$ cat config.mk
export PLATFORM = sky130hd
export DESIGN_NAME = rx_multi
export DESIGN_NICKNAME = d
export VERILOG_FILES = /design/src/rtl/rx_multi_pkg.sv /design/src/rtl/baud_tick.sv /design/src/rtl/rx_multi.sv
export SDC_FILE = /design/constraint.sdc
export NUM_CORES = 1
export LEC_CHECK = 0
export CORE_MARGIN = 1
export CORE_UTILIZATION = 45
export CTS_CLUSTER_DIAMETER = 80
export DETAILED_ROUTE_END_ITERATION = 8
export HOLD_SLACK_MARGIN = 0.12
export PLACE_DENSITY = 0.66
export REMOVE_ABC_BUFFERS = 1
export SYNTH_ARGS = -nofsm -noshare
export SYNTH_HDL_FRONTEND = slang
export SYNTH_SLANG_ARGS = --single-unit
$ cat constraint.sdc
create_clock -name clk -period 1.98 [get_ports clk]
set_clock_uncertainty 0.05 [all_clocks]
set_input_delay 0.396 -clock clk [delete_from_list [all_inputs] [get_ports clk]]
set_output_delay 0.396 -clock clk [all_outputs]
set_load 0.02 [all_outputs]
$ cat src/rtl/rx_multi_pkg.sv
// Shared definitions for the rx_multi UART receiver.
//   OVERSAMPLE      : ticks per bit period
//   PAR_*           : PARITY parameter encodings
//   rx_state_t      : receive FSM states
//   maj3()          : 2-of-3 majority vote used for mid-bit sampling
package rx_multi_pkg;

    localparam int OVERSAMPLE = 16;

    localparam int PAR_NONE = 0;
    localparam int PAR_ODD  = 1;
    localparam int PAR_EVEN = 2;

    typedef enum logic [2:0] {
        ST_IDLE,
        ST_START,
        ST_DATA,
        ST_PARITY,
        ST_STOP
    } rx_state_t;

    function automatic logic maj3(input logic a, input logic b, input logic c);
        return (a & b) | (a & c) | (b & c);
    endfunction

endpackage

$ cat src/rtl/baud_tick.sv
// Oversample tick generator: one-clk pulse on tick every TICK clocks.
//   clk     : system clock
//   reset_n : async active-low reset
//   clear   : sync soft reset, same effect as reset_n
//   tick    : registered 1-clk pulse
module baud_tick #(
    parameter int TICK = 12
) (
    input  logic clk,
    input  logic reset_n,
    input  logic clear,
    output logic tick
);

    localparam int W = (TICK > 1) ? $clog2(TICK) : 1;

    logic [W-1:0] cnt;

    always_ff @(posedge clk or negedge reset_n) begin
        if (!reset_n) begin
            cnt  <= '0;
            tick <= 1'b0;
        end else if (clear) begin
            cnt  <= '0;
            tick <= 1'b0;
        end else if (cnt == W'(TICK - 1)) begin
            cnt  <= '0;
            tick <= 1'b1;
        end else begin
            cnt  <= cnt + 1'b1;
            tick <= 1'b0;
        end
    end

endmodule

$ cat src/rtl/rx_multi.sv
// UART receiver, 16x oversampled, 5..8 data bits, optional parity,
// 1 or 2 stop bits, with held character, error and overrun flags.
//   clk, reset_n, clear : clock, async reset, sync soft reset
//   rx                  : async serial line (idle high)
//   clear_flag          : acknowledge, drops flag and overrun
//   flag                : character available in char0
//   char0 [0:7]         : received character, bit 7 = LSB (first bit in)
//   parity_err          : parity mismatch for char0
//   framing_err         : a stop bit sampled low for char0
//   overrun             : a frame completed while flag was still set
module rx_multi
    import rx_multi_pkg::*;
#(
    parameter int CLOCK_FREQ = 50000000,
    parameter int BAUD_RATE  = 9600,
    parameter int DATA_BITS  = 8,
    parameter int PARITY     = 0,
    parameter int STOP_BITS  = 1
) (
    input  logic       clk,
    input  logic       reset_n,
    input  logic       clear,
    input  logic       rx,
    input  logic       clear_flag,
    output logic       flag,
    output logic [0:7] char0,
    output logic       parity_err,
    output logic       framing_err,
    output logic       overrun
);

    localparam int         TICK      = CLOCK_FREQ / (BAUD_RATE * OVERSAMPLE);
    localparam logic [2:0] LAST_DATA = 3'(DATA_BITS - 1);
    localparam logic [2:0] LAST_STOP = 3'(STOP_BITS - 1);
    localparam logic       PAR_ON    = (PARITY != PAR_NONE);
    localparam logic       ODD_SEL   = (PARITY == PAR_ODD);

    logic       tick;
    logic [1:0] sync;
    logic       rx_s;
    rx_state_t  state;
    logic [3:0] tcnt;
    logic [3:0] idx;
    logic [2:0] bcnt;
    logic [1:0] samp;
    logic       maj;
    logic [0:7] char1;
    logic [0:7] char_just;
    logic       par_acc;
    logic       perr_pend;
    logic       ferr_pend;
    logic       done;

    baud_tick #(.TICK(TICK)) u_tick (
        .clk     (clk),
        .reset_n (reset_n),
        .clear   (clear),
        .tick    (tick)
    );

    always_ff @(posedge clk or negedge reset_n) begin
        if (!reset_n)   sync <= 2'b11;
        else if (clear) sync <= 2'b11;
        else            sync <= {sync[0], rx};
    end
    assign rx_s = sync[1];

    // tcnt holds the index of the last tick seen in the current bit; the
    // start-detect tick is index 0, so idx is the index of this tick and
    // wraps 15 -> 0 into the next bit.
    assign idx       = tcnt + 4'd1;
    assign maj       = maj3(samp[1], samp[0], rx_s);
    assign char_just = char1 >> (8 - DATA_BITS);
    assign done      = tick && (state == ST_STOP) && (idx == 4'd9) && (bcnt == LAST_STOP);

    always_ff @(posedge clk or negedge reset_n) begin
        if (!reset_n) begin
            state <= ST_IDLE;  tcnt <= '0;  bcnt <= '0;  samp <= '0;
            char1 <= '0;  par_acc <= 1'b0;  perr_pend <= 1'b0;  ferr_pend <= 1'b0;
        end else if (clear) begin
            state <= ST_IDLE;  tcnt <= '0;  bcnt <= '0;  samp <= '0;
            char1 <= '0;  par_acc <= 1'b0;  perr_pend <= 1'b0;  ferr_pend <= 1'b0;
        end else if (tick) begin
            tcnt <= idx;
            if (idx == 4'd7) samp[0] <= rx_s;
            if (idx == 4'd8) samp[1] <= rx_s;
            case (state)
                ST_IDLE: if (!rx_s) begin
                    state     <= ST_START;
                    tcnt      <= '0;
                    bcnt      <= '0;
                    par_acc   <= 1'b0;
                    perr_pend <= 1'b0;
                    ferr_pend <= 1'b0;
                end
                ST_START: begin
                    if (idx == 4'd9 && maj) state <= ST_IDLE;   // false start
                    else if (idx == 4'd15)  state <= ST_DATA;
                end
                ST_DATA: begin
                    if (idx == 4'd9) begin
                        char1   <= {maj, char1[0:6]};
                        par_acc <= par_acc ^ maj;
                    end
                    if (idx == 4'd15) begin
                        if (bcnt == LAST_DATA) begin
                            bcnt  <= '0;
                            state <= PAR_ON ? ST_PARITY : ST_STOP;
                        end else begin
                            bcnt <= bcnt + 3'd1;
                        end
                    end
                end
                ST_PARITY: begin
                    if (idx == 4'd9)       perr_pend <= par_acc ^ maj ^ ODD_SEL;
                    else if (idx == 4'd15) state     <= ST_STOP;
                end
                ST_STOP: begin
                    if (idx == 4'd9) begin
                        if (!maj) ferr_pend <= 1'b1;
                        // Leave at the final mid-bit so a start edge in the
                        // back half of the stop bit is still caught.
                        if (bcnt == LAST_STOP) state <= ST_IDLE;
                    end else if (idx == 4'd15) begin
                        bcnt <= bcnt + 3'd1;
                    end
                end
                default: state <= ST_IDLE;
            endcase
        end
    end

    // Completion beats a coincident clear_flag; overrun then holds its value.
    always_ff @(posedge clk or negedge reset_n) begin
        if (!reset_n) begin
            flag <= 1'b0;  char0 <= 8'o377;  parity_err <= 1'b0;
            framing_err <= 1'b0;  overrun <= 1'b0;
        end else if (clear) begin
            flag <= 1'b0;  char0 <= 8'o377;  parity_err <= 1'b0;
            framing_err <= 1'b0;  overrun <= 1'b0;
        end else if (done) begin
            flag        <= 1'b1;
            char0       <= char_just;
            parity_err  <= perr_pend;
            framing_err <= ferr_pend | ~maj;
            if (flag && !clear_flag) overrun <= 1'b1;
        end else if (clear_flag) begin
            flag    <= 1'b0;
            overrun <= 1'b0;
        end
    end

endmodule

==> metrics.md, run 1 <==
| Metric | Value |
|---|---|
| Ports | 17 |
| Min Clock Period, post-route | 1.938 ns |
| Synth top area share | 36.08% |
| Tcrit/Tclk final | 97.90% |
| Synth async-reset ratio | 100.0% |
| Setup Crit Path Kind | flop to flop |
| Post-route ant nets | 0 |
| Status | completed |
| Leak | 1.372 nW |
| Height of the die | 77.52 um |
| EDFF count, synth | 0 |
| Layout area overhead | 24.67% |
| Vias post-DR | 2,077 |
| Max Buffers Root-to-Sink | 2 |
| Overall power | 1.881 mW |
| Final cell count without fillers | 380 |
| Slew Limit Fails | 0 |
| Placed insts | 371 |
| Post-synthesis sequential area ratio | 46.32% |
| Synth Area per Inst | 9.757 sq um |
| CTS clk-pin slew, worst paths | 0.10 ns |
| CP Max Fanout | 5 |
| CP required | 2.12 ns |
| Final Wtd Congestion | 0.8150 |
| Initial Util | 46.60% |
| Top FF cell, synth | dfrtp_1 |
| Register bit total from synthesis | 47 |
| Core Region | 0.005507 sq mm |
| CTS tree | yes |
| Drt wl/cell | 14.68 um |
| # clock sinks | 47 |
| Worst Hold Class | input pin to async pin |
| Number of port buffers | 16 |
| Root buffer cell | clkbuf_8 |
| CTS buffer count | 5 |
| Final Hold Fails | 0 |
| First-pass GRT wire length | 9328 um |
| DRC Markers | 0 |
| Worst slew pin tran | 0.5851 ns |
| Avg Vias per Cell | 5.466 |
| DIE AREA | 0.006009 sq mm |
| Max VDD drop | 389.5 uV |
| Fin nets | 320 |
| Largest net degree at the start of global routing | 48 |
| Syn Std Cell Area | 0.002566 sq mm |
| Share of cells above drive strength 1 | 24.68% |
| Worst Setup Slack post-DPL | -0.1183 ns |
| Initial antenna violation count | 0 |
| Die width | 77.52 um |
| Router iterations before antenna repair | 4 |
| Layout fillers | 473 |
| Setup_tns | 0 ns |
| H-tree depth | 2 |
| Placed cell area | 0.003003 sq mm |
| Slew HR | 60.99% |
| Fmax | 0.5159 GHz |
| Num rows | 27 |
| Hold Slack | 0.1195 ns |
| Power Density | 587.9 mW/mm^2 |
| Final worst slack | 0.04163 ns |
| # diodes | 0 |
| Area contributors post-synth | dfrtp_1, dfstp_2, nor2_1 |
| Total gr overflow | 0 |
| Drt total wl | 5577 um |
| Yosys top cell by area | dfrtp_1 |
| Max-cap violations | 0 |
| CP arrival | 2.08 ns |
| Yosys warns | 0 |
| DR iter-0 viols | 137 |
| Final setup vio count | 0 |
| Syn Inst Count | 263 |
| Vias in the first global route | 1,985 |
| Hpwl dp | 3999 um |
| Critical Path Source Type | flop |
| Synth cell types | 58 |
| Overall global routing resource usage | 19.50% |
| Final core occ | 58.10% |
| CP Capture Type | flop |
| Design area | 0.003199 sq mm |
| Clk Latency, worst-skew pair | 0.29 ns |
==> sequential cells by signal, summed over array words and instances, names as in the netlist <==
name	cells
char0	8
bcnt	3
par_acc	1
overrun	1
flag	1
u_tick.cnt	9
char1	8
samp	2
parity_err	1
ferr_pend	1
sync	2
framing_err	1
state	3
u_tick.tick	1
perr_pend	1
tcnt	4
==> per-layer routing <==
| metal | global-route usage (%) | share of wire (%) | vias up |
|---|---|---|---|
| met2 | 32.48 | 48 | 31 |
| met1 | 26.43 | 49 | 1019 |
| met4 | 4.906 | 0.48 | 0 |
| met3 | 3.059 | 3.1 | 2 |
| li1 | - | - | 1025 |
| met5 | 0 | 0 | - |
==> cells by family (layout without fill, tap and decap cells) <==
| kind of cell | count (synthesis) | count (layout) | synth area share [%] |
|---|---|---|---|
| and+or+nand+nor | 87 | 87 | 17.55 |
| AOI/OAI and AO/OA | 78 | 78 | 22.67 |
| DFF | 47 | 47 | 46.32 |
| buffers and inverters | 31 | 76 | 5.314 |
| xor gates and xnor gates | 9 | 9 | 3.071 |
| adders and majority gates | 8 | 8 | 3.901 |
| muxes | 3 | 3 | 1.170 |
==> path summary, 6_finish.rpt <==
path                                 endpoint          start  slack [ns]  cells after the start
min in group clk                u_tick.cnt[0]  u_tick.cnt[0]        0.47                      1
worst min register to register  u_tick.cnt[0]  u_tick.cnt[0]        0.47                      1
worst max-delay path                 state[2]        tcnt[1]        0.04                      7
worst max register to register       state[2]        tcnt[1]        0.04                      7
max in group asynchronous            state[1]        reset_n        1.36                      2
worst min-delay path                  tcnt[2]        reset_n        0.12                      2
==> power by group <==
part | internal (mW) | switching [mW]
Sequential | 0.972 | 0.0128
Combinational | 0.0699 | 0.0993
Clock | 0.381 | 0.346
==> worst max-delay path, stage by stage, from the launching register on <==
cell and delay [ns]:
dfrtp_1 0.42, ha_4 0.18, buf_6 0.11, nand2_2 0.06, o2111a_2 0.29, o41ai_4 0.39
a21oi_2 0.05, a211o_1 0.29
==> cell usage after synthesis, types with 3 or more instances <==
cell type   n
o211ai_1    5
a21o_1      3
nand2b_1    5
o22a_1      8
a22o_1      8
ha_1        8
a211o_1     3
clkbuf_1    3
nor3_1      3
a31oi_1     4
inv_1      17
and3_1      3
xnor2_1     5
and2_1      3
a21oi_1     5
o21ai_0    18
mux2i_1     3
nand3_1     9
nor2_1     29
dfrtp_1    37
dfstp_2    10
nor2b_1     6
nand2_1    15
o22ai_1     5
xor2_1      4
buf_2       7
==> area by class of cell <==
type | count | area (sq um) | area share [%]
clock buffers | 5 | 68.82 | 2.151
clock inverters | 3 | 46.29 | 1.447
inverters | 18 | 67.56 | 2.112
multi-input cells | 185 | 1308 | 40.87
flip-flops and latches | 47 | 1189 | 37.15
well taps | 72 | 90.09 | 2.816
repair buffers | 50 | 430.4 | 13.45
==> repair_timing <==
| item | 4_1_cts | 5_1_grt |
|---|---|---|
| hold buffers | 0 | 0 |
| setup buffers | 0 | 1 |
| endpoints found under the setup margin | 0 | 24 |
| resized for setup | 0 | 18 |
==> cell usage in the layout (no fill, tap or decap), types with 5 or more instances in the layout <==
cell	count
o21ai_0	16
dfrtp_1	37
xnor2_1	5
o211ai_1	5
nand3_1	9
buf_4	31
nor2_1	29
nand2_1	13
o22ai_1	5
o22a_1	8
inv_1	16
ha_1	5
a21oi_1	5
a22o_1	8
nand2b_1	5
clkbuf_8	5
clkdlybuf4s50_1	15
dfstp_2	10
Power figures use the tool's default switching activity.
==> run 2: changes to the inputs <==
ABC_CLOCK_PERIOD_IN_PS = 1980   (was unset)
CORE_ASPECT_RATIO = 1.75   (was unset)
REMOVE_ABC_BUFFERS = unset   (was 1)
==> run 2 against run 1 <==
Against the previous run:
- worst setup slack improved by 0.036 ns
- first-iteration DRC count shrank 38%
- register-to-register slack improved by 0.04 ns
- critical path depth did not move
- final cell count is 2.1% higher
- core utilization grew 0.66 points
- global-route usage increased by 3.7 points
- highest routed layer unchanged
- via count increased by 4.7%
- combinational power is 9% higher
- hold slack got worse by 0.020 ns
==> metrics.md, run 2 (synthesized netlist as in run 1, its figures left out) <==
| Metric | Value |
|---|---|
| DIE AREA | 0.006020 sq mm (+0.20%) |
| Num rows | 36 (+33%) |
| Drt total wl | 6379 um (+14%) |
| Final Hold Fails | 0 (unchanged) |
| Clk Latency, worst-skew pair | 0.32 ns (+0.03 ns) |
| Vias post-DR | 2,175 (+4.7%) |
| Height of the die | 101.9 um (+31%) |
| Max reg flops | 9 (unchanged) |
| CTS buffer count | 5 (unchanged) |
| CP Max Fanout | 8 (+3) |
| P_sw | 0.4715 mW (+2.9%) |
| Max-cap violations | 0 (unchanged) |
| Initial Util | 46.32% (-0.28 points) |
| Overall global routing resource usage | 23.22% (+3.7 points) |
| Final setup vio count | 0 (unchanged) |
| CP Depth | 7 (unchanged) |
| Power Density | 621.0 mW/mm^2 (+5.6%) |
| Post-route ant nets | 0 (unchanged) |
| Commonest non-fill, non-tap cells in the layout | dfrtp_1, buf_4, nor2_1, inv_1 |
| Critical path's top delay family | compound AO/OA/AOI/OAI gates |
| Share of cells above drive strength 1 | 25.00% (+0.32 points) |
| Critical Path Source Type | flop |
| Final cell count without fillers | 388 (+2.1%) |
| DR iter-0 viols | 85 (-38%) |
| Hpwl dp | 4567 um (+14%) |
| Final Wtd Congestion | 0.9381 (+15%) |
| CP Capture Type | flop |
| Int Pwr | 1.550 mW (+9.0%) |
| Slew HR | 51.93% (-9.1 points) |
| Vias in the first global route | 2,172 (+9.4%) |
| Placed insts | 376 (+1.3%) |
| Buf/Inv on CP | 1 (unchanged) |
| Core Region | 0.005540 sq mm (+0.61%) |
| Leading registers by flop count | u_tick.cnt (9), char0 (8), char1 (8) |
| Multi-input logic area | 0.001304 sq mm (-0.29%) |
| First-pass GRT wire length | 10,340 um (+11%) |
| Router iterations before antenna repair | 4 (unchanged) |
| Die width | 59.09 um (-24%) |
| Switching share of power | 23.32% (-1.0 points) |
| # diodes | 0 (unchanged) |
| Slowest CP cell | dfrtp_1 |
| R2R Path End | char1[0] |
| Avg Vias per Cell | 5.606 (+2.6%) |
| Tcrit/Tclk final | 96.08% (-1.8 points) |
| Fin nets | 324 (+1.3%) |
| Max VDD drop | 612.0 uV (+57%) |
| Worst Hold Class | input pin to async pin |
| Crit path cell chain | ha_4 > and2_1 > a21oi_2 > o21ai_4 > and3_1 > buf_4 > a22o_1 |
| Drt wl/cell | 16.44 um (+12%) |
| CTS tree | yes |
| Crit path launch | tcnt[1] |
| Register area | 0.001189 sq mm (unchanged) |
| Ports | 17 (unchanged) |
| R2R cell count | 7 (unchanged) |
| CP peak stage delay | 0.43 ns (about the same) |
| Logic pwr share | 9.1% (about the same) |
| Fmax | 0.5256 GHz (+1.9%) |
| Reg-to-reg startpoint | tcnt[1] |
| Most common cell after layout, fill and taps aside | dfrtp_1 |
| H-tree depth | 2 (unchanged) |
| R2r setup slk | 0.08 ns (+0.04 ns) |
| Layout fillers | 489 (+3.4%) |
| Reg with most FFs | u_tick.cnt |
| Syn Nets | 276 |
| Max Buffers Root-to-Sink | 2 (unchanged) |
| CP arrival | 2.05 ns (-0.03 ns) |
| CTS clk-pin slew, worst paths | 0.10 ns (about the same) |
| # clock sinks | 47 (unchanged) |
| Slew Limit Fails | 0 (unchanged) |
| Initial antenna violation count | 0 (unchanged) |
| Total gr overflow | 0 (unchanged) |
| Clock Power Share | 42.3% (+3.7 points) |
| Setup Crit Path Kind | flop to flop |
| Layout area overhead | 26.86% |
| Number of port buffers | 16 (unchanged) |
| Worst slew pin tran | 0.7136 ns (+0.1285 ns) |
| Status | completed |
| CP required | 2.13 ns (about the same) |
| Root buffer cell | clkbuf_8 |
| Largest net degree at the start of global routing | 48 (unchanged) |
| Sequential share of power | 48.6% (-3.8 points) |
| DRC Markers | 0 (unchanged) |
| Min Clock Period, post-route | 1.902 ns (-0.03593 ns) |
| Final core occ | 58.76% (+0.66 points) |
| Leak | 1.404 nW (+2.4%) |
run 2: metal layers:
layer  global-route usage [%]  vias up  wire [um]
met5                        0        -          0
met4                    15.75        0        373
met3                    3.671       24        155
met2                    39.16       49       3320
met1                    26.39     1065       2530
li1                         -     1037          -
run 2: stage by stage:
stage | hold slack [ns] | setup TNS, ns | power (mW) | worst slack [ns] | area (sq um)
after floorplan | 0.05041 | 0 | 1.096 | 0.07164 | 2566
after global placement | 0.4486 | -0.1381 | 1.177 | -0.06370 | 3015
after detailed placement | 0.4520 | -0.3089 | 1.181 | -0.08421 | 3015
after CTS | 0.1341 | 0 | 2.037 | 0.03193 | 3152
after global routing | 0.1785 | -0.003400 | 2.084 | -0.001972 | 3256
final | 0.09910 | 0 | 2.022 | 0.07756 | 3256
run 2: worst reg2reg max path, cell delays in order, from the launching register on:
cell and delay (ns):
dfrtp_1 0.43, ha_4 0.20, and2_1 0.18, a21oi_2 0.22
o21ai_4 0.13, and3_1 0.20, buf_4 0.16, a22o_1 0.23
run 2: what timing repair did:
action                     4_1_cts  5_1_grt
setup endpoints to repair        0       14
hold buffers                     0        0
gates resized for setup          0       18
buffers inserted                 0        4
run 2: power groups by stage:
stage	registers (mW)	clock network [mW]	logic, mW
after floorplan	0.999	0	0.0968
after global placement	1.00	0	0.177
after detailed placement	1.00	0	0.180
after CTS	0.983	0.874	0.180
after global routing	0.984	0.897	0.203
final	0.983	0.855	0.184
run 2: cell type report:
class	instances	area share (%)
Clock buffer	5	2.114
Clock inverter	3	2.075
Inverter	18	2.075
Multi-Input combinational cell	185	40.05
Sequential cell	47	36.51
Tap cell	76	2.921
Timing Repair Buffer	54	14.26
run 2: worst max path at each step:
stage	slack, ns	to
final	0.08	char1[0]
after global routing	-0.002	state[1]
after CTS	0.03	char1[0]
after detailed placement	-0.08	state[2]
after global placement	-0.06	perr_pend
after floorplan	0.07	char1[7]
==> run 3: changes to the inputs <==
CELL_PAD_IN_SITES_DETAIL_PLACEMENT = 1   (was unset)
CELL_PAD_IN_SITES_GLOBAL_PLACEMENT = 1   (was unset)
CORE_UTILIZATION = 41   (was 45)
PLACE_DENSITY = unset   (was 0.66)
PLACE_DENSITY_LB_ADDON = 0.1   (was unset)
SLEW_MARGIN = 10   (was unset)
==> run 3 against run 2 <==
Against the previous run:
- clock power shrank 28%
- core utilization shrank 5.2 points
- largest power group unchanged
- power shrank 12%
- clock-buffer cell count is the same
- combinational power shrank 2%
==> metrics.md, run 3 (synthesized netlist as in run 1, its figures left out) <==
| Metric | Value |
|---|---|
| Critical Path Source Type | flop |
| Reg with most FFs | u_tick.cnt |
| Setup Crit Path Kind | flop to flop |
| Final cell count without fillers | 385 (-0.77%) |
| Number of port buffers | 16 (unchanged) |
| Fmax | 0.5250 GHz (-0.11%) |
| DRC Markers | 0 (unchanged) |
| Layout area overhead | 24.72% |
| Core Region | 0.005972 sq mm (+7.8%) |
| Ports | 17 (unchanged) |
| Reg-to-reg startpoint | state[1] |
| DIE AREA | 0.006592 sq mm (+9.5%) |
| Avg Vias per Cell | 5.636 (+0.55%) |
| CP Capture Type | flop |
| Drt wl/cell | 17.45 um (+6.2%) |
| Max VDD drop | 441.1 uV (-28%) |
| Layout fillers | 670 (+37%) |
| Initial Util | 42.97% (-3.3 points) |
| Fin nets | 319 (-1.5%) |
| Hpwl dp | 4976 um (+9.0%) |
| Syn Nets | 276 (unchanged) |
| Placed insts | 375 (-0.27%) |
| CP Max Fanout | 12 (+4) |
| Share of cells above drive strength 1 | 23.78% (-1.2 points) |
| CTS buffer count | 5 (unchanged) |
| First-pass GRT wire length | 10,860 um (+5.1%) |
| Final Wtd Congestion | 0.8369 (-11%) |
| Hold Slack | 0.4433 ns (+0.3442 ns) |
| Commonest non-fill, non-tap cells in the layout | dfrtp_1, nor2_1, buf_4, inv_1, clkdlybuf4s50_1 |
| Final core occ | 53.59% (-5.2 points) |
| Clk Latency, worst-skew pair | 0.31 ns (about the same) |
| Root buffer cell | clkbuf_8 |
| CTS clk-pin slew, worst paths | 0.10 ns (about the same) |
| # clock sinks | 47 (unchanged) |
| Multi-input logic area | 0.001315 sq mm (+0.86%) |
| DR iter-0 viols | 76 (-11%) |
| Initial antenna violation count | 0 (unchanged) |
| CP arrival | 2.10 ns (+0.05 ns) |
| Die width | 61.81 um (+4.6%) |
| Total gr overflow | 0 (unchanged) |
| Power Density | 556.9 mW/mm^2 (-10%) |
| Post-route ant nets | 0 (unchanged) |
| Router iterations before antenna repair | 4 (unchanged) |
| Vias in the first global route | 2,264 (+4.2%) |
| Largest net degree at the start of global routing | 26 (-46%) |
| Max reg flops | 9 (unchanged) |
| Slew Limit Fails | 0 (unchanged) |
| CTS tree | yes |
| Drt total wl | 6719 um (+5.3%) |
| Leading registers by flop count | u_tick.cnt (9), char0 (8), char1 (8) |
| Most common cell after layout, fill and taps aside | dfrtp_1 |
| Worst slew pin tran | 0.5210 ns (-0.1926 ns) |
| R2R Path End | perr_pend |
| Vias post-DR | 2,170 (-0.23%) |
| R2R cell count | 5 (-2) |
| R2r setup slk | 0.08 ns (about the same) |
| Worst Hold Class | input pin to async pin |
| Height of the die | 106.7 um (+4.7%) |
| Min Clock Period, post-route | 1.905 ns (+0.002190 ns) |
| CP required | 2.17 ns (+0.04 ns) |
| Num rows | 37 (+2.8%) |
| Tcrit/Tclk final | 96.19% (+0.11 points) |
| Crit path launch | state[1] |
| Max Buffers Root-to-Sink | 2 (unchanged) |
| Status | completed |
| Setup_tns | 0 ns (unchanged) |
| Final setup vio count | 0 (unchanged) |
| Slew HR | 64.90% (+13 points) |
| Overall global routing resource usage | 22.39% (-0.82 points) |
| Register area | 0.001190 sq mm (+0.11%) |
| # diodes | 0 (unchanged) |
| Max-cap violations | 0 (unchanged) |
| H-tree depth | 2 (unchanged) |
| Leak | 1.376 nW (-2.0%) |
| Final Hold Fails | 0 (unchanged) |
==> run 3: power by group <==
group	leakage, nW	internal [mW]	total [mW]	switching (mW)
logic	0.718	0.0738	0.180	0.106
clock network	0.0408	0.253	0.617	0.364
registers	0.617	0.972	0.986	0.0135
total	1.38	1.30	1.78	0.483
==> run 3: per-stage QoR <==
stage | setup WS [ns] | area, sq um | power (mW)
2_1_floorplan | 0.07164 | 2566 | 1.096
3_3_place_gp | -0.1699 | 3008 | 1.177
3_5_place_dp | -0.1747 | 3008 | 1.179
4_1_cts | 0.03316 | 3119 | 1.806
5_1_grt | -0.02432 | 3201 | 1.860
6_report | 0.07537 | 3201 | 1.782
==> run 3: worst max path at each step <==
stage	end	slack, ns	cells after the start
after detailed placement	state[1]	-0.17	7
after global routing	char0[6]	-0.02	7
after floorplan	char1[7]	0.07	7
after CTS	char1[2]	0.03	7
after global placement	perr_pend	-0.17	4
final	perr_pend	0.08	5
==> run 3: worst max-delay path, cell delays in order (launching register included) <==
cell     delay (ns)
dfrtp_1        0.56
nor3_1         0.41
a21o_1         0.15
a31oi_1        0.10
or4_1          0.41
o22ai_1        0.15
==> run 3: what timing repair did <==
action                                  in CTS  in global routing
endpoints found under the hold margin        8                  0
resized for setup                            2                 19
endpoints found under the setup margin       7                 24
hold buffers                                 1                  0
setup buffers                                0                  2
pin swaps                                    1                 11
==> run 3: final cells by class <==
type                    count  share of cell area, %
clock buffers               5                  2.150
clock inverters             3                 0.7428
inverters                  18                  2.111
multi-input cells         185                  41.09
flip-flops and latches     47                  37.18
well taps                  78                  3.049
repair buffers             49                  13.68
==> run 3: per-layer routing <==
| layer | global-route usage (%) | vias to the layer above | routed length (um) |
|---|---|---|---|
| met5 | 0 | - | 0 |
| met4 | 10.16 | 0 | 184 |
| met3 | 3.016 | 15 | 127 |
| met2 | 39.40 | 37 | 3649 |
| met1 | 25.53 | 1098 | 2758 |
| li1 | - | 1020 | - |
